## src/rtl/stack_arbiter.sv

```systemverilog
// stack_arbiter
// Shares one LIFO stack between two requesters. Each requester sends push or
// pop commands over a req/ack handshake. Ties are resolved round-robin. The
// block tracks stack occupancy itself. Push-when-full and pop-when-empty are
// answered with ack+err and never reach the stack. The block also sequences
// the stack's command strobe and its one-cycle-late pop readback.
//
// Ports:
//   clk, reset            clock; asynchronous active-high reset
//   reqN/opN/wdataN       requester N command (op: 1 = push, 0 = pop), N = 0/1
//   ackN/errN/rdataN      one-cycle completion pulse, reject flag, pop result
//   flush                 empty the stack (wins over requests when idle)
//   stk_en/stk_push       one-cycle stack command strobe and its type
//   stk_wdata/stk_rdata   data to / from the stack (rdata valid one cycle
//                         after a pop strobe)
//   stk_clr               one-cycle stack clear strobe
//   level                 current occupancy, 0..DEPTH
//   busy                  high whenever the controller is not idle
module stack_arbiter #(
  parameter int DW    = 16,
  parameter int DEPTH = 64
) (
  input  logic                   clk,
  input  logic                   reset,
  input  logic                   req0,
  input  logic                   op0,
  input  logic [DW-1:0]          wdata0,
  output logic                   ack0,
  output logic                   err0,
  output logic [DW-1:0]          rdata0,
  input  logic                   req1,
  input  logic                   op1,
  input  logic [DW-1:0]          wdata1,
  output logic                   ack1,
  output logic                   err1,
  output logic [DW-1:0]          rdata1,
  input  logic                   flush,
  output logic                   stk_en,
  output logic                   stk_push,
  output logic [DW-1:0]          stk_wdata,
  output logic                   stk_clr,
  input  logic [DW-1:0]          stk_rdata,
  output logic [$clog2(DEPTH):0] level,
  output logic                   busy
);

  localparam int LW = $clog2(DEPTH) + 1;
  localparam logic [LW-1:0] LVL_FULL = LW'(DEPTH);
  localparam logic [LW-1:0] LVL_ZERO = {LW{1'b0}};
  localparam logic [LW-1:0] LVL_ONE  = LW'(1);

  typedef enum logic [2:0] {
    IDLE  = 3'd0,
    ISSUE = 3'd1,
    WAIT  = 3'd2,
    RESP  = 3'd3,
    CLR   = 3'd4
  } state_t;

  state_t          state_r, state_nx;
  logic            last_r, last_nx;     // last granted requester
  logic            win_r, win_nx;       // requester owning the current op
  logic            op_r, op_nx;         // latched op of the current winner
  logic [LW-1:0]   level_r, level_nx;

  logic            ack0_r, ack0_nx;
  logic            ack1_r, ack1_nx;
  logic            err0_r, err0_nx;
  logic            err1_r, err1_nx;
  logic [DW-1:0]   rdata0_r, rdata0_nx;
  logic [DW-1:0]   rdata1_r, rdata1_nx;
  logic            stk_en_r, stk_en_nx;
  logic            stk_push_r, stk_push_nx;
  logic [DW-1:0]   stk_wdata_r, stk_wdata_nx;
  logic            stk_clr_r, stk_clr_nx;
  logic            busy_r, busy_nx;

  // Arbitration results for the current IDLE cycle
  logic            win_s;
  logic            op_s;
  logic [DW-1:0]   wdata_s;
  logic            bad_s;

  // Next-state, arbitration and next-output logic. Outputs are computed one
  // cycle ahead so that every port comes straight from a flop.
  always_comb begin
    state_nx     = state_r;
    last_nx      = last_r;
    win_nx       = win_r;
    op_nx        = op_r;
    level_nx     = level_r;
    ack0_nx      = 1'b0;
    ack1_nx      = 1'b0;
    err0_nx      = 1'b0;
    err1_nx      = 1'b0;
    rdata0_nx    = rdata0_r;
    rdata1_nx    = rdata1_r;
    stk_en_nx    = 1'b0;
    stk_push_nx  = 1'b0;
    stk_wdata_nx = stk_wdata_r;
    stk_clr_nx   = 1'b0;

    // Single requester wins outright; on a tie the one not granted last wins.
    if (req0 && req1) begin
      win_s = ~last_r;
    end else begin
      win_s = req1;
    end
    if (win_s) begin
      op_s    = op1;
      wdata_s = wdata1;
    end else begin
      op_s    = op0;
      wdata_s = wdata0;
    end
    if (op_s) begin
      bad_s = (level_r == LVL_FULL);
    end else begin
      bad_s = (level_r == LVL_ZERO);
    end

    case (state_r)
      IDLE: begin
        if (flush) begin
          state_nx   = CLR;
          stk_clr_nx = 1'b1;
        end else if (req0 || req1) begin
          last_nx = win_s;
          win_nx  = win_s;
          op_nx   = op_s;
          if (bad_s) begin
            // Rejected: answer straight away, stack untouched.
            state_nx = RESP;
            ack0_nx  = ~win_s;
            err0_nx  = ~win_s;
            ack1_nx  = win_s;
            err1_nx  = win_s;
          end else begin
            state_nx     = ISSUE;
            stk_en_nx    = 1'b1;
            stk_push_nx  = op_s;
            stk_wdata_nx = wdata_s;
          end
        end else begin
          state_nx = IDLE;
        end
      end
      ISSUE: begin
        if (op_r) begin
          level_nx = level_r + LVL_ONE;
          state_nx = RESP;
          ack0_nx  = ~win_r;
          ack1_nx  = win_r;
        end else begin
          level_nx = level_r - LVL_ONE;
          state_nx = WAIT;
        end
      end
      WAIT: begin
        // Pop data arrives the cycle after the strobe.
        if (win_r) begin
          rdata1_nx = stk_rdata;
        end else begin
          rdata0_nx = stk_rdata;
        end
        state_nx = RESP;
        ack0_nx  = ~win_r;
        ack1_nx  = win_r;
      end
      RESP: begin
        state_nx = IDLE;
      end
      CLR: begin
        level_nx = LVL_ZERO;
        state_nx = IDLE;
      end
      default: begin
        state_nx = IDLE;
      end
    endcase

    busy_nx = (state_nx != IDLE);
  end

  // State, bookkeeping and output registers
  always_ff @(posedge clk or posedge reset) begin
    if (reset) begin
      state_r     <= IDLE;
      last_r      <= 1'b1;
      win_r       <= 1'b0;
      op_r        <= 1'b0;
      level_r     <= LVL_ZERO;
      ack0_r      <= 1'b0;
      ack1_r      <= 1'b0;
      err0_r      <= 1'b0;
      err1_r      <= 1'b0;
      rdata0_r    <= {DW{1'b0}};
      rdata1_r    <= {DW{1'b0}};
      stk_en_r    <= 1'b0;
      stk_push_r  <= 1'b0;
      stk_wdata_r <= {DW{1'b0}};
      stk_clr_r   <= 1'b0;
      busy_r      <= 1'b0;
    end else begin
      state_r     <= state_nx;
      last_r      <= last_nx;
      win_r       <= win_nx;
      op_r        <= op_nx;
      level_r     <= level_nx;
      ack0_r      <= ack0_nx;
      ack1_r      <= ack1_nx;
      err0_r      <= err0_nx;
      err1_r      <= err1_nx;
      rdata0_r    <= rdata0_nx;
      rdata1_r    <= rdata1_nx;
      stk_en_r    <= stk_en_nx;
      stk_push_r  <= stk_push_nx;
      stk_wdata_r <= stk_wdata_nx;
      stk_clr_r   <= stk_clr_nx;
      busy_r      <= busy_nx;
    end
  end

  assign ack0      = ack0_r;
  assign ack1      = ack1_r;
  assign err0      = err0_r;
  assign err1      = err1_r;
  assign rdata0    = rdata0_r;
  assign rdata1    = rdata1_r;
  assign stk_en    = stk_en_r;
  assign stk_push  = stk_push_r;
  assign stk_wdata = stk_wdata_r;
  assign stk_clr   = stk_clr_r;
  assign level     = level_r;
  assign busy      = busy_r;

endmodule

```

## config.mk

```make
export PLATFORM = sky130hd
export DESIGN_NAME = stack_arbiter
export DESIGN_NICKNAME = d
export VERILOG_FILES = /design/src/rtl/stack_arbiter.sv
export SDC_FILE = /design/constraint.sdc
export NUM_CORES = 1
export LEC_CHECK = 0
export CAP_MARGIN = 15
export CORE_MARGIN = 1
export CORE_UTILIZATION = 44
export CTS_CLUSTER_SIZE = 16
export DETAILED_ROUTE_END_ITERATION = 10
export PLACE_DENSITY = 0.8
export REMOVE_ABC_BUFFERS = 1
export SYNTH_ARGS = -nofsm -noshare
export SYNTH_HDL_FRONTEND = slang
export SYNTH_SLANG_ARGS = --single-unit
```

## constraint.sdc

```tcl
create_clock -name clk -period 2.9 [get_ports clk]
set_input_delay 0.58 -clock clk [delete_from_list [all_inputs] [get_ports clk]]
set_output_delay 0.58 -clock clk [all_outputs]
set_load 0.02 [all_outputs]
```

==> Word level (Yosys, flattened, before mapping) <==
Index checks and enable logic that the tools add are counted.
{ "op_classes": {"n_eq_ne": 4, "bitwise": 5, "n_addsub": 2, "n_reduce_logical": 10, "muxes": 33} }
{ "ops": {"columns": ["operator", "n"], "rows": [
  ["$mux W1", 24],
  ["$mux W16", 1],
  ["$pmux W7 S2", 1],
  ["$pmux W3 S3", 1],
  ["$add A7 B1 Y7 const B", 1],
  ["$eq A7 B7 Y1 const B", 1],
  ["$logic_not A7 Y1", 1],
  ["$mux W7", 1],
  ["$sub A7 B1 Y7 const B", 1],
  ["$mux W3", 2],
  ["$pmux W1 S3", 2],
  ["$not A1 Y1", 5],
  ["$reduce_and A2 Y1", 2],
  ["$reduce_and A4 Y1", 1],
  ["$eq A3 B1 Y1 const B", 1],
  ["$eq A3 B2 Y1 const B", 1],
  ["$eq A3 B3 Y1 const B", 1],
  ["$logic_not A3 Y1", 1],
  ["$reduce_and A3 Y1", 1],
  ["$reduce_bool A3 Y1", 1],
  ["$mux W2", 1],
  ["$reduce_bool A2 Y1", 1],
  ["$logic_and A1 B1 Y1", 1],
  ["$logic_or A1 B1 Y1", 1]
]} }
{ "totals": {"output_inout_bits": 63, "ff_bits": 69, "word_cells": 70, "input_bits": 55} }

==> Depth between registers and ports, before layout <==
Gate-level depths: netlist of the first run.
{ "logic_depth": {"depth_word": 9, "depth_mapped": 7, "depth_no_buf": 7} }

==> Least setup slack after synthesis of the first run <==
Ideal clock, no wire load.
{ "synth_timing": {"path_kind": "input-to-reg", "startpoint": "in req1", "endpoint": "reg stk_wdata_r[0] (netlist: stk_wdata[0])", "t_arrival_ps": 1936, "n_path_buf": 1, "path_slack_ps": 839, "path_stages": 6, "setup_ps": 125, "required_time_ps": 2775, "path_cell_list": "a21boi_2 -> mux2i_2 -> xor2_2 -> a21oi_4 -> buf_6 -> mux2_4"} }
{ "synth_via": {"elab_chain_len": 6, "elab_cells_between_ends": 8, "cone_classes": "mux: 4; bitwise: 1; reduce/logical: 3"} }
{ "synth_lines": {"columns": ["item", "line", "text"], "rows": [
  ["start, declared", "31", "input logic req1,"],
  ["$logic_and A1 B1 Y1", "104", "if (req0 && req1) begin"],
  ["$mux W1", "104", null],
  ["$mux W1", "109", "if (win_s) begin"],
  ["$mux W1", "116", "if (op_s) begin"],
  ["$not A1 Y1 (no line)", null, null],
  ["$reduce_and A4 Y1 (no line)", null, null],
  ["end signal, assigned", "201", "stk_wdata_r <= {DW{1'b0}};"],
  ["end signal, assigned", "218", "stk_wdata_r <= stk_wdata_nx;"],
  ["end, declared", "74", "logic [DW-1:0] stk_wdata_r, stk_wdata_nx;"]
]} }
Parallel ways exist; a longest one is shown, timed or not.
A chain may end at the register's enable or synchronous reset.

==> summary.md, run 1 <==
| Metric | Value |
|---|---|
| Status | finished clean |
| Hold-fix buffers at CTS | 0 |
| Post-DR vias/cell | ~5.2 |
| Fmax | between 400 and 500 MHz |
| Worst-case clock skew | about 0.0058 ns |
| Core area | 6870 sq um |
| Setup bufs post-CTS | 0 |
| Worst path max stage delay | 0.69 ns |
| Number of global-route vias before repair | 2409 |
| Synth warn | 0 |
| Avg Cell Area, Syn | 13.5 sq um |
| Pre-antenna DRT Iters | 4 |
| Post-CTS resize count | 0 |
| Number of remaining DRC errors | 0 |
| Layout Nets | around 420 |
| Area of placed instances | 4450 sq um |
| Diode count | 0 |
| CP top delay family | buffers and inverters |
| TritonCTS Buffers | 9 |
| Share of post-route cells with drive strength above 1 | 0.263 |
| Cells after Synth | 233 |
| Hpwl dp | 5.05 mm |
| H-tree levels | 3 |
| PwrDens | around 1200 nW/um^2 |
| Most common cell after layout, fill and taps aside | clkdlybuf4s50_1 |
| Final hold violation count | 0 |
| Most frequent cells in the layout | clkdlybuf4s50_1 (117), dfrtp_1 (67), mux2_2 (54), nand2_1 (17), clkbuf_8 (9) |
| Clock root cell | clkbuf_8 |
| Crit path launch type | register |
| Maximum root-to-sink buffer count | 2 |
| Syn Std Cell Area | 3150 sq um |
| Synth Flop Type | dfrtp_1 |
| Initial DRC count | 46 |
| Max Slew Vio Count | 0 |
| Minimum clock period | 2.24 ns |
| Worst EP arrival | approximately 1.7 ns |
| Hold Crit Class | reg2reg |
| Input/output buffers | 117 |
| Unrepaired setup endpoints after global routing | no |
| IO Count | 118 |
| Post-synth EDFFs | 0 |
| CP required | 2.32 ns |
| Worst setup EP type | output port |
| Static Leak | 1.92 nW |
| WL/cell | ~15 um |
| Seq cells post-synth | 68 |
| CTS tree | done |
| GPL Wtd Cong | 0.752 |
| First-pass GRT wire length | 11.3 mm |
| FILL cells | 542 |
| Overall routing resource usage | 0.197 |
| Final setup violation count | 0 |
| Largest area contributor in the netlist | dfrtp_1 |
| CP max FO | 15 |
| FF/Latch Area | 1700 sq um |
| Site row count | 30 |
| Maxcap violations | 0 |
| Worst slew pin tran | 0.555 ns |
| Clk_lat worst skew | about 0.34 ns |
| Library cells used by synthesis | 49 |
| Crit path buf inv count | 1 |
| Finished layout cell area | 4650 sq um |
| Worst VDD drop | ~0.44 mV |
| Clock Sinks | around 70 |
| Synth top area share | 0.533 |
| Synth top area cells | dfrtp_1 (53%), mux2_2 (19%), mux2_4 (3.8%) |
| Relative slew slack | 0.630 |
| Total Wirelength | 6.89 mm |
| Via Count | 2358 |
| Asr flop ratio synth | 1.00 |
| Critical path class | reg2out |
| Initial core utilization | 0.458 |
| Die area | 7490 sq um |
| Slowest cell on the critical path | clkdlybuf4s50_1 |
| Die height | a little under 90 um |
| Cell Chain, Critical Path | clkdlybuf4s50_1 |
| Multi-input gate area | approximately 1400 sq um |
| Die W | between 80 and 90 um |
| TNS Setup | 0 ns |
| Initial antenna violation count | 0 |
| Largest net degree at the start of global routing | roughly 70 |
| Seq/Total Area, Yosys | 0.541 |
| DRT antenna net count | 0 |
| Period utilization | 0.771 |
| Overflow after GRT | 0 |
| Layout area overhead | 47.6% |
| Clock transition at the registers of the reported paths | 0.07 ns |
-- synthesized netlist by cell type (3+ instances only) --
library cell,n
mux2_2,54
mux2_4,8
xnor2_1,3
a21oi_1,3
o31ai_1,3
inv_1,3
nor2_1,6
a21o_1,3
a22o_1,6
dfrtp_1,67
clkbuf_1,4
ha_1,5
o21ai_0,6
a211oi_1,3
nand2_1,17
-- worst paths after layout --
| check | from | to | slack, ns | cells past startpoint |
|---|---|---|---|---|
| worst max-delay path | state_r[2] | stk_clr | 0.66 | 1 |
| worst min-delay path | last_r | last_r | 0.47 | 2 |
| worst max register to register | op_r | level[6] | 0.71 | 7 |
| worst min register to register | last_r | last_r | 0.47 | 2 |
| max in group asynchronous | reset | last_r | 1.96 | 3 |
| min in group asynchronous | reset | rdata0[10] | 0.62 | 3 |
-- flip-flops by register name, indices dropped and copies added (netlist names) --
name       cells
err0           1
last_r         1
stk_push       1
stk_wdata     16
win_r          1
level          7
op_r           1
rdata1        16
ack0           1
ack1           1
state_r        3
rdata0        16
err1           1
stk_en         1
busy           1
-- routing by layer --
| layer | share of wire | wire, um | global-route usage |
|---|---|---|---|
| met1 | 0.42 | 2930 | 0.249 |
| met2 | 0.49 | 3390 | 0.323 |
| met5 | 0 | 0 | 0 |
| met4 | 0.026 | 182 | 0.0864 |
| met3 | 0.056 | 387 | 0.0495 |
-- power breakdown --
group / leakage, nW / internal, mW / total, mW / switching, mW
Sequential: 0.824 / 1.41 / 1.77 / 0.363
Clock: 0.0918 / 0.399 / 0.774 / 0.375
Combinational: 1.01 / 1.58 / 2.94 / 1.36
Total: 1.92 / 3.39 / 5.49 / 2.10
-- final cells by class --
cell class / count / area share
tap: 96 / 0.0259
timing repair buffer: 122 / 0.266
inverter: 3 / 0.00242
clock inverter: 7 / 0.0162
multi-input combinational: 152 / 0.297
clock buffer: 9 / 0.0267
sequential: 68 / 0.367
-- metrics by stage --
stage               total power, mW  utilization  worst slack (ns)  hold WS (ns)  instances
CTS                            5.54        0.676             0.638         0.473        457
finish                         5.49        0.676             0.663         0.469        457
global route                   5.83        0.676             0.557         0.503        457
detailed placement             4.74        0.647             0.281         0.458        441
floorplan                      3.48            -             0.237         0.446        223
global placement               4.67        0.647             0.352         0.457        441
-- logic make-up after synthesis --
logic type / Yosys count / share of synthesized area
xor gates and xnor gates: 5 / 0.0163
muxes: 65 / 0.243
adders and majority gates: 6 / 0.0262
DFF: 68 / 0.541
AOI/OAI and AO/OA: 34 / 0.0807
buffers and inverters: 13 / 0.0207
and+or+nand+nor: 42 / 0.0720
No activity file was read; power rests on OpenSTA's default activity.
==> run 2, diff against run 1 <==
Settings changed: CORE_UTILIZATION 44 to 40, PLACE_DENSITY 0.8 to 0.76.
Clock period 2.9 ns to 2.05 ns, I/O delays scaled along.
==> run 2 against run 1 <==
Routed wire length increased by 6.8%. Sequential cell count unchanged. Sequential power increased by 36%. Critical path type is now in2reg. Largest power group unchanged.
==> summary.md, run 2 (synthesis results as in run 1) <==
| Metric | Value |
|---|---|
| Status | finished clean |
| Max Slew Vio Count | 0 |
| Clock Power Share | 0.153 |
| Non-Filler Instances | between 400 and 500 |
| Total Wirelength | 7.36 mm |
| Combinational Power Share | 0.556 |
| CP max FO | 15 |
| Share of post-route cells with drive strength above 1 | 0.303 |
| Worst setup EP type | register |
| TritonCTS Buffers | 9 |
| PwrDens | 1690 nW/um^2 |
| Final hold violation count | 0 |
| P_sw | between 3 and 4 mW |
| CTS tree | done |
| Clock transition at the registers of the reported paths | 0.08 ns |
| Overall routing resource usage | 0.188 |
| R2r endpoint | stk_wdata[7] |
| Core area | 7410 sq um |
| Worst slew pin tran | roughly 0.35 ns |
| Setup bufs post-CTS | 0 |
| Initial DRC count | 45 |
| Hpwl dp | 5.38 mm |
| Minimum clock period | 1.97 ns |
| Site row count | 31 |
| Maxcap violations | 0 |
| Worst VDD drop | between 0.6 and 0.7 mV |
| IO Count | 118 |
| Number of remaining DRC errors | 0 |
| GPL Wtd Cong | roughly 0.75 |
| Die W | 90.7 um |
| Worst r2r path cells | 5 |
| Hold Crit Class | in2async |
| WL/cell | 15.4 um |
| Die area | 8230 sq um |
| FF-to-FF setup slack | 0.14 ns |
| Input/output buffers | 117 |
| Sw frac | 0.366 |
| Worst EP arrival | approximately 2.2 ns |
| Die height | ~91 um |
| Fmax | 506 MHz |
| Worst-case clock skew | 0.00941 ns |
| Period utilization | 0.963 |
| Flop pwr share | 0.292 |
| Internal power | around 5.2 mW |
| H-tree levels | 3 |
| Via Count | 2383 |
| First-pass GRT wire length | 12.1 mm |
| Area of placed instances | between 4000 and 5000 sq um |
| Most common cell after layout, fill and taps aside | clkdlybuf4s50_1 |
| Initial core utilization | 0.425 |
| Largest net degree at the start of global routing | 69 |
| Overflow after GRT | 0 |
| Placed cell count | 462 |
| Critical path class | in2reg |
| Unrepaired setup endpoints after global routing | yes |
| DRT antenna net count | 0 |
| Most frequent cells in the layout | clkdlybuf4s50_1 (117), dfrtp_1 (67), mux2_2 (53), buf_4 (19), nand2_1 (17) |
| Layout area overhead | 54.7% |
| FILL cells | between 500 and 600 |
| Reg2reg start | level[2] |
| Pre-antenna DRT Iters | 4 |
| Layout Nets | approximately 440 |
| Final setup violation count | 0 |
| Layout Utilization | 0.657 |
| Post-DR vias/cell | ~5.0 |
| Finished layout cell area | 4870 sq um |
| Clock root cell | clkbuf_8 |
| Relative slew slack | 0.768 |
| Diode count | 0 |
| CP required | 2.28 ns |
| Static Leak | 2.04 nW |
| Number of global-route vias before repair | between 2000 and 3000 |
| Crit path launch type | primary input |
| Clock Sinks | 68 |
| Hold-fix buffers at CTS | 0 |
| Clk_lat worst skew | ~0.34 ns |
| Initial antenna violation count | 0 |
| Maximum root-to-sink buffer count | 2 |
[run 2: area by class of cell]
cell class                 instances  area, sq um  share of cell area
sequential                        68         1700               0.350
multi-input combinational        152         1400               0.288
clock buffer                      11          151              0.0311
clock inverter                     5         83.8              0.0172
tap                               99          124              0.0254
timing repair buffer             140         1390               0.286
inverter                           3         11.3             0.00231
[run 2: worst max path at each step]
| stage | from | endpoint |
|---|---|---|
| 6_report | req0 | stk_wdata[11] |
| 5_1_grt | req1 | stk_wdata[12] |
| 4_1_cts | req1 | stk_wdata[14] |
| 3_5_place_dp | req1 | stk_wdata[14] |
| 3_3_place_gp | req1 | stk_wdata[11] |
| 2_1_floorplan | req1 | stk_wdata[10] |
[run 2: stage by stage]
| stage | total power, mW | setup slack (ns) | hold slack [ns] | setup TNS [ns] |
|---|---|---|---|---|
| final | 8.23 | 0.0754 | 0.470 | 0 |
| after global routing | 8.74 | -0.00224 | 0.499 | -0.00224 |
| after CTS | 8.27 | 0.0482 | 0.485 | 0 |
| after detailed placement | 6.99 | -0.316 | 0.477 | -4.75 |
| after global placement | 6.88 | -0.274 | 0.467 | -4.18 |
| after floorplan | 4.93 | -0.443 | 0.446 | -11.87 |
[run 2: power by group through the flow]
stage               registers, mW  clock network, mW  logic (mW)
finish                       2.40               1.26        4.57
global placement             2.38                  0        4.50
global route                 2.50               1.34        4.90
detailed placement           2.41                  0        4.58
floorplan                    3.17                  0        1.76
CTS                          2.40               1.28        4.59
[run 2: timing repair]
item | 4_1_cts | 5_1_grt
endpoints found under the setup margin | 0 | 9
gates resized for setup | 0 | 5
hold endpoints to repair | 0 | 0
[run 2: worst max-delay path, stage by stage]
cell and delay (ns):
clkdlybuf4s50_1 0.48, a21boi_4 0.22, mux2i_4 0.28, xor2_2 0.11, a21oi_4 0.17, buf_12 0.18
mux2_2 0.34
[run 2: metal layers]
layer  track usage  wire (um)  vias up
met2         0.309       3580       92
met5             0          0        -
met3        0.0547        503        8
met4        0.0632         94        0
li1              -          -     1127
met1         0.238       3180     1156
==> run 3, diff against run 2 <==
Settings changed: REMOVE_ABC_BUFFERS 1 to unset.
==> run 3 against run 2 <==
Fmax fell by 1.7%. Largest cell class unchanged. Total power fell by 0.58%. Sequential share of layout area rose by 0.090 points.
==> summary.md, run 3 (synthesis results as in run 1) <==
| Metric | Value |
|---|---|
| Diode count | 0 |
| Most common cell after layout, fill and taps aside | clkdlybuf4s50_1 |
| Hpwl dp | between 5 and 6 mm |
| Pre-antenna DRT Iters | 4 |
| Clock Sinks | 68 |
| PwrDens | 1690 nW/um^2 |
| Clock root cell | clkbuf_8 |
| Total Wirelength | between 7 and 8 mm |
| Relative slew slack | 0.720 |
| Critical path class | in2reg |
| First-pass GRT wire length | around 13 mm |
| Layout Utilization | 0.655 |
| DRT antenna net count | 0 |
| Worst VDD drop | around 0.8 mV |
| Worst EP arrival | 2.24 ns |
| Finished layout cell area | 4860 sq um |
| WL/cell | 15.8 um |
| Period utilization | 0.980 |
| Worst slew pin tran | ~0.42 ns |
| FF/Latch Area | 1700 sq um |
| Initial antenna violation count | 0 |
| Site row count | 31 |
| TNS Setup | 0 ns |
| Minimum clock period | 2.01 ns |
| Input/output buffers | 117 |
| Largest net degree at the start of global routing | 28 |
| Worst path max stage delay | 0.49 ns |
| Number of remaining DRC errors | 0 |
| Multi-input gate area | about 1400 sq um |
| Via Count | 2360 |
| Pwr Total | 8.18 mW |
| Max Slew Vio Count | 0 |
| Status | finished clean |
| FILL cells | ~560 |
| CP required | 2.28 ns |
| Worst-case clock skew | around 0.0099 ns |
| Syn_nets | 294 |
| Initial core utilization | 0.425 |
| Final setup violation count | 0 |
| Maximum root-to-sink buffer count | 2 |
| Final worst setup slack | 0.0415 ns |
| Maxcap violations | 0 |
| Hold Crit Class | in2async |
| Initial DRC count | 96 |
| Crit path launch type | primary input |
| Post-DR vias/cell | 4.94 |
| Fmax | 498 MHz |
| Worst setup EP type | register |
| GPL Wtd Cong | 0.838 |
| Die W | 90.7 um |
| CTS tree | done |
| Non-Filler Instances | around 480 |
| Die area | 8230 sq um |
| Slowest cell on the critical path | clkdlybuf4s50_1 |
| Placed cell count | approximately 460 |
| Final hold violation count | 0 |
| Overflow after GRT | 0 |
| CP max FO | 6 |
| Overall routing resource usage | 0.197 |
| Area of placed instances | between 4000 and 5000 sq um |
| Number of global-route vias before repair | 2510 |
| Worst r2r path cells | 7 |
| Die height | 90.7 um |
| H-tree levels | 3 |
| IO Count | about 120 |
| TritonCTS Buffers | 9 |
| Static Leak | 2.04 nW |
| Layout area overhead | 54.3% |
| Clock transition at the registers of the reported paths | 0.08 ns |
| Most frequent cells in the layout | clkdlybuf4s50_1 (117), dfrtp_1 (67), mux2_2 (54), buf_4 (21), nand2_1 (17) |
| Pre-CTS setup slack | -0.319 ns |
| Hold WS | 0.411 ns |
| Clk_lat worst skew | 0.34 ns |
| Hold-fix buffers at CTS | 0 |
| Share of post-route cells with drive strength above 1 | 0.306 |
| Layout Nets | around 440 |
| Core area | roughly 7400 sq um |
| Cell Chain, Critical Path | clkdlybuf4s50_1 > a21boi_4 > mux2i_4 > xor2_2 > a21oi_4 > buf_4 > mux2_2 |
run 3: final timing paths:
kind / slack [ns] / end / startpoint
max: 0.04 / stk_wdata[12] / req1
min: 0.41 / rdata1[5] / reset
max reg2reg: 0.13 / level[6] / op_r
min reg2reg: 0.49 / last_r / last_r
max in group asynchronous: 1.08 / last_r / reset
min in group clk: 0.49 / last_r / last_r
run 3: routing by layer:
metal / wire length, um / vias up / GRT usage / part of all wire
met4: 72 / 0 / 0.0605 / 0.0095
li1: - / 1122 / - / -
met5: 0 / - / 0 / 0
met1: 3330 / 1149 / 0.266 / 0.44
met3: 431 / 7 / 0.0480 / 0.057
met2: 3710 / 82 / 0.314 / 0.49
run 3: area by class of cell:
| class | count | area share |
|---|---|---|
| clock buffers | 10 | 0.0283 |
| clock inverters | 5 | 0.0175 |
| inverters | 3 | 0.00309 |
| multi-input cells | 152 | 0.289 |
| flip-flops and latches | 68 | 0.351 |
| well taps | 99 | 0.0255 |
| repair buffers | 141 | 0.286 |
run 3: where the power goes:
| part | internal [mW] | switching, mW | leakage, nW |
|---|---|---|---|
| clock | 0.718 | 0.516 | 0.109 |
| combinational | 2.43 | 2.12 | 1.10 |
| sequential | 2.00 | 0.407 | 0.824 |
run 3: critical path: cells and delay by family:
kind / cells / cell delay, ns
xor+xnor: 1 / 0.12
compound gates: 2 / 0.41
mux: 2 / 0.62
buf+inv: 2 / 0.66
run 3: what timing repair did:
item                       CTS  global route
gates resized for setup      0             5
setup endpoints to repair    0            10
setup buffers                0             0
